### src/rtl/gray_conv_pkg.sv
// gray_conv_pkg
//   Shared definitions for the Gray-conversion arbiter slice:
//   - out_state_e : output-stage occupancy (empty / holding a result)
//   - bin2gray_f  : reference binary-to-Gray function (b ^ (b >> 1)) used by
//                   RTL assertions and by the bench scoreboard. Operates on 32
//                   bits; callers truncate to their data width.
package gray_conv_pkg;

  typedef enum logic {
    ST_EMPTY = 1'b0,
    ST_FULL  = 1'b1
  } out_state_e;

  function automatic logic [31:0] bin2gray_f(input logic [31:0] b);
    return b ^ (b >> 1);
  endfunction

endpackage

### src/rtl/bin2gray.sv
// bin2gray
//   Purely combinational binary-to-Gray converter.
//   Ports:
//     bin  : binary input  [WIDTH]
//     gray : Gray output   [WIDTH]
module bin2gray #(
  parameter int unsigned WIDTH = 4
) (
  input  logic [WIDTH-1:0] bin,
  output logic [WIDTH-1:0] gray
);

  assign gray = bin ^ (bin >> 1);

endmodule

### src/rtl/gray_conv_arbiter_rr_arbiter.sv
// rr_arbiter
//   Combinational round-robin arbiter. The search starts one past the last
//   granted index and wraps modulo NREQ; the first requesting index wins.
//   Ports:
//     req        : per-requester request bits        [NREQ]
//     en         : grant enable (grant forced to 0 when low)
//     last_grant : index granted most recently       [IDW]
//     grant      : one-hot (or zero) grant           [NREQ]
//     grant_idx  : encoded winning index, valid whenever any req is set
//                  (independent of en so the datapath mux can settle early)
module rr_arbiter #(
  parameter int unsigned NREQ = 4,
  localparam int unsigned IDW = $clog2(NREQ)
) (
  input  logic [NREQ-1:0] req,
  input  logic            en,
  input  logic [IDW-1:0]  last_grant,
  output logic [NREQ-1:0] grant,
  output logic [IDW-1:0]  grant_idx
);

  logic found;

  always_comb begin
    int unsigned k;
    k         = '0;
    found     = 1'b0;
    grant_idx = '0;
    grant     = '0;
    for (int unsigned off = 1; off <= NREQ; off++) begin
      k = (32'(last_grant) + off) % NREQ;
      if (!found && req[k]) begin
        found     = 1'b1;
        grant_idx = IDW'(k);
      end
    end
    if (en && found) begin
      grant[grant_idx] = 1'b1;
    end
  end

endmodule

### src/rtl/gray_conv_arbiter.sv
// gray_conv_arbiter
//   Shares one bin2gray datapath between NREQ valid/ready requesters using
//   round-robin arbitration. The result sits in a single-entry registered
//   output stage tagged with the served requester index.
//   Ports:
//     clk, rst   : clock (rising edge), asynchronous active-high reset
//     req_valid  : per-requester valid                     [NREQ]
//     req_bin    : packed operands, lane i at [i*WIDTH +: WIDTH]
//     req_ready  : one-hot (or zero) accept strobe          [NREQ]
//     out_valid  : result valid
//     out_ready  : consumer ready
//     out_gray   : Gray-coded result                        [WIDTH]
//     out_bin    : original binary operand                  [WIDTH]
//     out_id     : index of the served requester            [IDW]
//     xfer_cnt   : completed output transfers, wrapping     [CNTW]
module gray_conv_arbiter
  import gray_conv_pkg::*;
#(
  parameter int unsigned WIDTH = 4,
  parameter int unsigned NREQ  = 4,
  parameter int unsigned CNTW  = 16,
  localparam int unsigned IDW  = $clog2(NREQ)
) (
  input  logic                  clk,
  input  logic                  rst,
  input  logic [NREQ-1:0]       req_valid,
  input  logic [NREQ*WIDTH-1:0] req_bin,
  output logic [NREQ-1:0]       req_ready,
  output logic                  out_valid,
  input  logic                  out_ready,
  output logic [WIDTH-1:0]      out_gray,
  output logic [WIDTH-1:0]      out_bin,
  output logic [IDW-1:0]        out_id,
  output logic [CNTW-1:0]       xfer_cnt
);

  out_state_e       state_q, state_d;
  logic [IDW-1:0]   last_grant_q;
  logic [WIDTH-1:0] gray_q, bin_q;
  logic [IDW-1:0]   id_q;
  logic [CNTW-1:0]  cnt_q;

  logic             can_accept;
  logic             accept;
  logic             drain;
  logic [NREQ-1:0]  grant;
  logic [IDW-1:0]   grant_idx;
  logic [WIDTH-1:0] sel_bin, sel_gray;

  assign out_valid  = (state_q == ST_FULL);
  assign drain      = out_valid & out_ready;
  assign can_accept = (state_q == ST_EMPTY) | drain;

  // Reset gating keeps req_ready low while rst is asserted, even though
  // the registered state is already forced to EMPTY.
  rr_arbiter #(
    .NREQ (NREQ)
  ) u_arb (
    .req        (req_valid),
    .en         (can_accept & ~rst),
    .last_grant (last_grant_q),
    .grant      (grant),
    .grant_idx  (grant_idx)
  );

  assign req_ready = grant;
  assign accept    = |grant;
  assign sel_bin   = req_bin[32'(grant_idx) * WIDTH +: WIDTH];

  bin2gray #(
    .WIDTH (WIDTH)
  ) u_b2g (
    .bin  (sel_bin),
    .gray (sel_gray)
  );

  // Accept takes priority so a simultaneous drain and reload stays FULL.
  always_comb begin
    state_d = state_q;
    if (accept) begin
      state_d = ST_FULL;
    end else if (drain) begin
      state_d = ST_EMPTY;
    end
  end

  always_ff @(posedge clk or posedge rst) begin
    if (rst) begin
      state_q      <= ST_EMPTY;
      last_grant_q <= IDW'(NREQ - 1);
      gray_q       <= '0;
      bin_q        <= '0;
      id_q         <= '0;
      cnt_q        <= '0;
    end else begin
      state_q <= state_d;
      if (accept) begin
        gray_q       <= sel_gray;
        bin_q        <= sel_bin;
        id_q         <= grant_idx;
        last_grant_q <= grant_idx;
      end
      if (drain) begin
        cnt_q <= cnt_q + CNTW'(1);
      end
    end
  end

  assign out_gray = gray_q;
  assign out_bin  = bin_q;
  assign out_id   = id_q;
  assign xfer_cnt = cnt_q;

  always_ff @(posedge clk) begin
    if (!rst) begin
      assert ($onehot0(req_ready));
      if (out_valid) begin
        assert (out_gray == WIDTH'(bin2gray_f(32'(out_bin))));
      end
    end
  end

endmodule

### config.mk
export PLATFORM = sky130hd
export DESIGN_NAME = gray_conv_arbiter
export DESIGN_NICKNAME = d
export VERILOG_FILES = /design/src/rtl/gray_conv_pkg.sv /design/src/rtl/bin2gray.sv /design/src/rtl/gray_conv_arbiter_rr_arbiter.sv /design/src/rtl/gray_conv_arbiter.sv
export SDC_FILE = /design/constraint.sdc
export NUM_CORES = 1
export LEC_CHECK = 0
export CAP_MARGIN = 20
export CORE_MARGIN = 2
export CORE_UTILIZATION = 35
export CTS_BUF_LIST = sky130_fd_sc_hd__clkbuf_16
export DETAILED_ROUTE_END_ITERATION = 12
export PLACE_DENSITY = 0.59
export SLEW_MARGIN = 20
export SYNTH_ARGS = -nofsm -noshare
export SYNTH_HDL_FRONTEND = slang
export SYNTH_SLANG_ARGS = --single-unit
### constraint.sdc
create_clock -name clk -period 4.48 [get_ports clk]
set_clock_uncertainty 0.05 [all_clocks]
set_input_delay 0.672 -clock clk [delete_from_list [all_inputs] [get_ports clk]]
set_output_delay 0.672 -clock clk [all_outputs]
set_load 0.05 [all_outputs]
==> metrics.txt, run 1 <==
M1 GR Usage 19.8%; Synth Area in Adders 0.716%; Req. time, crit path 3.76 ns; htree depth 1; maxcap violations 0; Slew Viols, Final 0; gr usage total 14.8%; final period utilization 85.3%; Overall Power 0.00119 W; CTS clock-pin slew for the worst setup and hold paths 0.07 ns; post-synth cell types 41; measured slew at the worst slew-check pin 0.593 ns; FMAX 262 MHz; Initial Util 36.8%; count leader, synth dfrtp_1; area leader, netlist dfrtp_1; Setup Total Neg Slack 0 ns; GR Overflow Total 0; initial antenna violation count 0; Row Count 25; Die Y 74.7 um; synth top area cells dfrtp_1 37%, xnor2_1 9.5%, mux2i_1 6.3%; clock tree buffer depth 2; setup slack after layout 0.659 ns; DRT iter0 DRCs 39; Setup Buffers After CTS 0; routed vias/inst 4.88; number of diodes 0; # resized after CTS 0; CTS tree built; Worst VDD drop 0.254 mV; CP startpoint kind primary input; Pre-antenna DRT Iters 4; layout cell share with drive strength beyond 1 10.6%; slew margin rel. 60.5%; mux cell area share after synthesis 9.52%; Worst path max stage delay 0.80 ns; CTS Sinks 28; delay-heaviest family, CP buffers and inverters; number of global-route vias before repair 1376; dpl hpwl 2950 um; fill cell count 451; CP Class in -> out; fin util 50.9%; final hold vios 0; routed length per instance 13.0 um; WP data arrival 3.10 ns; Mapped Area 0.00175 mm2; Placer Congestion 0.774; hold_buf cts 0; Avg Inst Size Synth 9.93 um2; CP max stage cell clkdlybuf4s50_1; die footprint 0.00558 mm2; Hold Crit Class reg -> reg; largest net degree at the start of global routing 28; GRT busiest layer met2; Synth Area in XOR/XNOR 10.5%; number of buffer and inverter stages on the critical path 2; Clock Tree Root clkbuf_16; drt total wl 3800 um; IO buf count 53; Yosys warnings 0; total CTS buffers 3; post-synthesis compound-gate area fraction 7.95%; worst-skew pair later-pin latency 0.26 ns; RSZ-0062 raised after global routing false; register area 703 um2; most frequent cells after synthesis 26 x dfrtp_1, 21 x nand3_1, 19 x xnor2_1, 15 x nand2_1, 11 x mux2i_1; #FFs+latches synth 28; post-synth net total 200; GR Util met2 24.7%; GR Util met3 3.61%; Via Count 1430; outcome finished, final reports clean; leakage 0.945 nW; drt drc 0; CP cell instances clkdlybuf4s50_1 -> and3b_1 -> o31a_1 -> nand2_1 -> nor2b_1 -> clkdlybuf4s50_1; Synth Flop Type dfrtp_1; crit-path most repeated cell clkdlybuf4s50_1; crit path capture type primary output; antenna violation net count after detailed routing 0; asr flop ratio synth 100%; Multi-input gate area 948 um2; post-layout min period 3.82 ns; Cells after Synth 176; I/O Pins 54; Die X 74.7 um; first-pass GRT wire length 6390 um; pre-CTS setup slack 0.640 ns; EDFF count, synth 0; simple-gate share of the synthesized area 25.3%; largest family of logic cells by synthesized area simple AND/OR/NAND/NOR gates; post-synthesis sequential area ratio 40.2%; # setup viols final 0; Layout area overhead 38.5%; reg-to-reg setup timing slack 2.41 ns; Yosys top cell area share 37.2%; CP Max Fanout 18; PwrDens 494 mW/mm2; Final nets 251; Core ar. 0.00475 mm2
## where the power goes
group          total (W)  internal [W]  switching (W)
clock network   0.000266      0.000178      0.0000877
logic           0.000561      0.000211       0.000350
registers       0.000368      0.000315      0.0000536
## through the flow
step | area [um2] | std cells | hold WS (ns)
6_report | 2420 | 293 | 0.417
5_1_grt | 2420 | 293 | 0.455
4_1_cts | 2420 | 293 | 0.425
3_5_place_dp | 2320 | 289 | 0.416
3_3_place_gp | 2290 | 287 | 0.412
2_1_floorplan | 1750 | 176 | 0.488
## path summary, 6_finish.rpt
| check | startpoint | cells past startpoint | to |
|---|---|---|---|
| max | req_valid[3] | 6 | req_ready[2] |
| min | xfer_cnt[15] | 1 | xfer_cnt[15] |
| max reg2reg | last_grant_q[1] | 5 | out_gray[1] |
| min reg2reg | xfer_cnt[15] | 1 | xfer_cnt[15] |
| max in group asynchronous | rst | 4 | xfer_cnt[15] |
| min in group asynchronous | rst | 2 | out_id[1] |
## area by class of cell
type	count	share of cell area, %
multi-input cells	134	39.2
flip-flops and latches	28	29.0
repair buffers	57	23.5
well taps	67	3.46
clock buffers	3	3.10
clock inverters	1	1.24
inverters	3	0.465
## cell usage in the layout, fill, tap and decap left out, types with 4 or more instances in the layout
cell	count
clkdlybuf4s50_1	52
o211ai_1	4
xnor2_1	19
mux2i_1	11
nand3_1	21
nand2_1	15
nor4_2	4
nand4_1	8
or3_1	8
nor2_1	7
mux2_1	4
dfrtp_1	26
## sequential cells by signal (all words and copies together), names as in the netlist
name and flops:
last_grant_q 2, out_bin 3, out_gray 4, out_id 2
out_valid 1, xfer_cnt 16
## cell families after synthesis
| family | count (synthesis) |
|---|---|
| AOI/OAI and AO/OA | 18 |
| xor gates and xnor gates | 21 |
| adders and majority gates | 1 |
| buffers and inverters | 14 |
| DFF | 28 |
| muxes | 16 |
| and+or+nand+nor | 78 |
## layer usage
| metal | up-vias | part of all wire (%) |
|---|---|---|
| li1 | 732 | - |
| met1 | 659 | 49 |
| met2 | 37 | 46 |
| met3 | 2 | 4.5 |
| met4 | 0 | 0.50 |
| met5 | - | 0 |
No activity file was read; power rests on OpenSTA's default activity.
==> inputs of run 2 (changes only) <==
GPL_TIMING_DRIVEN = 1   (was not set)
==> results of run 2 <==
The final DEF is identical to that of run 1; final timing and power are the same.
==> inputs of run 3 (changes only) <==
SLEW_MARGIN = not set   (was 20)
==> run 3 against run 2 <==
Effect of this change: sequential power about the same; worst hold slack got worse by 0.0011 ns; fmax decreased by 0.41%; sequential share of layout area about the same; clock power about the same; global-route usage about the same; worst setup slack got worse by 0.016 ns; first-iteration DRC count increased by 5.1%.
==> metrics.txt, run 3 (synthesis gave the netlist of run 1 again) <==
CP startpoint kind primary input (unchanged); Core ar. 0.00475 mm2 (unchanged); Worst VDD drop 0.247 mV (was 0.254 mV); htree depth 1 (unchanged); first-pass GRT wire length 6490 um (was 6390 um); fill cell count 470 (was 451); Pre-antenna DRT Iters 4 (unchanged); gr usage total 14.9% (was 14.8%); worst hold slack 0.416 ns (was 0.417 ns); CP Class in -> out (unchanged); WP data arrival 3.12 ns (was 3.10 ns); number of global-route vias before repair 1389 (was 1376); post-layout min period 3.84 ns (was 3.82 ns); fin util 50.9% (about the same); I/O Pins 54 (unchanged); GR Overflow Total 0 (unchanged); Layout area overhead 38.6% (was 38.5%); Initial Util 36.8% (unchanged); RSZ-0062 raised after global routing false (unchanged); Slew Viols, Final 0 (unchanged); IO buf count 53 (unchanged); Cell Area, Placed 0.00232 mm2 (about the same); max FFs per register 16 (unchanged); most common cell after layout, fill and taps aside clkdlybuf4s50_1 (unchanged); dpl hpwl 2910 um (was 2950 um); maxcap violations 0 (unchanged); drt drc 0 (unchanged); number of diodes 0 (unchanged); DRT iter0 DRCs 41 (was 39); Final nets 250 (was 251); Hold Crit Class reg -> reg (unchanged); drt total wl 3780 um (was 3800 um); # resized after CTS 0 (unchanged); leakage 0.944 nW (was 0.945 nW); hold_buf cts 0 (unchanged); final period utilization 85.7% (was 85.3%); setup slack after layout 0.643 ns (was 0.659 ns); worst-skew pair later-pin latency 0.26 ns (about the same); PwrDens 493 mW/mm2 (was 494 mW/mm2); Die Y 74.7 um (unchanged); Via Count 1420 (was 1430); Finished Cell Area 0.00242 mm2 (about the same); initial antenna violation count 0 (unchanged); measured slew at the worst slew-check pin 0.601 ns (was 0.593 ns); CTS Sinks 28 (unchanged); die footprint 0.00558 mm2 (unchanged); final hold vios 0 (unchanged); Setup Buffers After CTS 0 (unchanged); CP Max Fanout 18 (unchanged); slew margin rel. 59.9% (was 60.5%); Placer Congestion 0.774 (unchanged); Setup Total Neg Slack 0 ns (unchanged); CTS tree built (unchanged); layout cell share with drive strength beyond 1 10.2% (was 10.6%); Die X 74.7 um (unchanged); Clock Tree Root clkbuf_16 (unchanged); Row Count 25 (unchanged); routed length per instance 12.9 um (was 13.0 um); commonest cells after routing, fill and taps aside 52 x clkdlybuf4s50_1, 26 x dfrtp_1, 21 x nand3_1 (unchanged); pre-CTS setup slack 0.651 ns (was 0.640 ns); Req. time, crit path 3.76 ns (about the same); CTS clock-pin slew for the worst setup and hold paths 0.07 ns (about the same); total CTS buffers 3 (unchanged); routed vias/inst 4.86 (was 4.88); crit path capture type primary output (unchanged); antenna violation net count after detailed routing 0 (unchanged); # setup viols final 0 (unchanged); outcome finished, final reports clean (unchanged); FMAX 261 MHz (was 262 MHz); clock tree buffer depth 2 (unchanged); largest net degree at the start of global routing 28 (unchanged)
run 3: per-stage QoR:
stage | total power (W) | instances
floorplan | 0.000777 | 176
global placement | 0.000934 | 287
detailed placement | 0.000938 | 288
CTS | 0.00121 | 292
global route | 0.00127 | 292
finish | 0.00119 | 292
run 3: layout make-up:
class,count,area (um2),area share [%]
multi-input combinational,134,948,39.2
clock buffer,3,75.1,3.10
tap,67,83.8,3.46
sequential,28,703,29.0
clock inverter,1,30.0,1.24
inverter,3,11.3,0.465
timing repair buffer,56,571,23.6
run 3: metal layers:
metal	vias to the layer above	wire, um	track usage [%]
met3	2	207	3.61
met4	0	22	2.58
met1	650	1810	20.3
li1	728	-	-
met5	-	0	0
met2	40	1740	24.4
run 3: worst max-delay path: stages:
cell and delay (ns):
clkdlybuf4s50_1 0.55, and3b_1 0.20, o31a_1 0.53, nand2_1 0.22, nor2b_1 0.14, clkdlybuf4s50_1 0.80
run 3: report_power, final:
part / leakage (nW) / internal (W) / switching, W
combinational: 0.548 / 0.000211 / 0.000350
sequential: 0.345 / 0.000315 / 0.0000530
clock: 0.0511 / 0.000178 / 0.0000876
total: 0.944 / 0.000704 / 0.000491
run 3: final timing paths:
check                                start            to  slack [ns]  cells after the start
setup reg to reg           last_grant_q[1]   out_gray[1]        2.42                      5
hold reg to reg               xfer_cnt[15]  xfer_cnt[15]        0.42                      1
hold / removal                xfer_cnt[15]  xfer_cnt[15]        0.42                      1
max in group asynchronous              rst   xfer_cnt[7]        3.20                      3
min in group asynchronous              rst     out_id[1]        0.74                      2
setup / recovery              req_valid[3]  req_ready[2]        0.64                      6
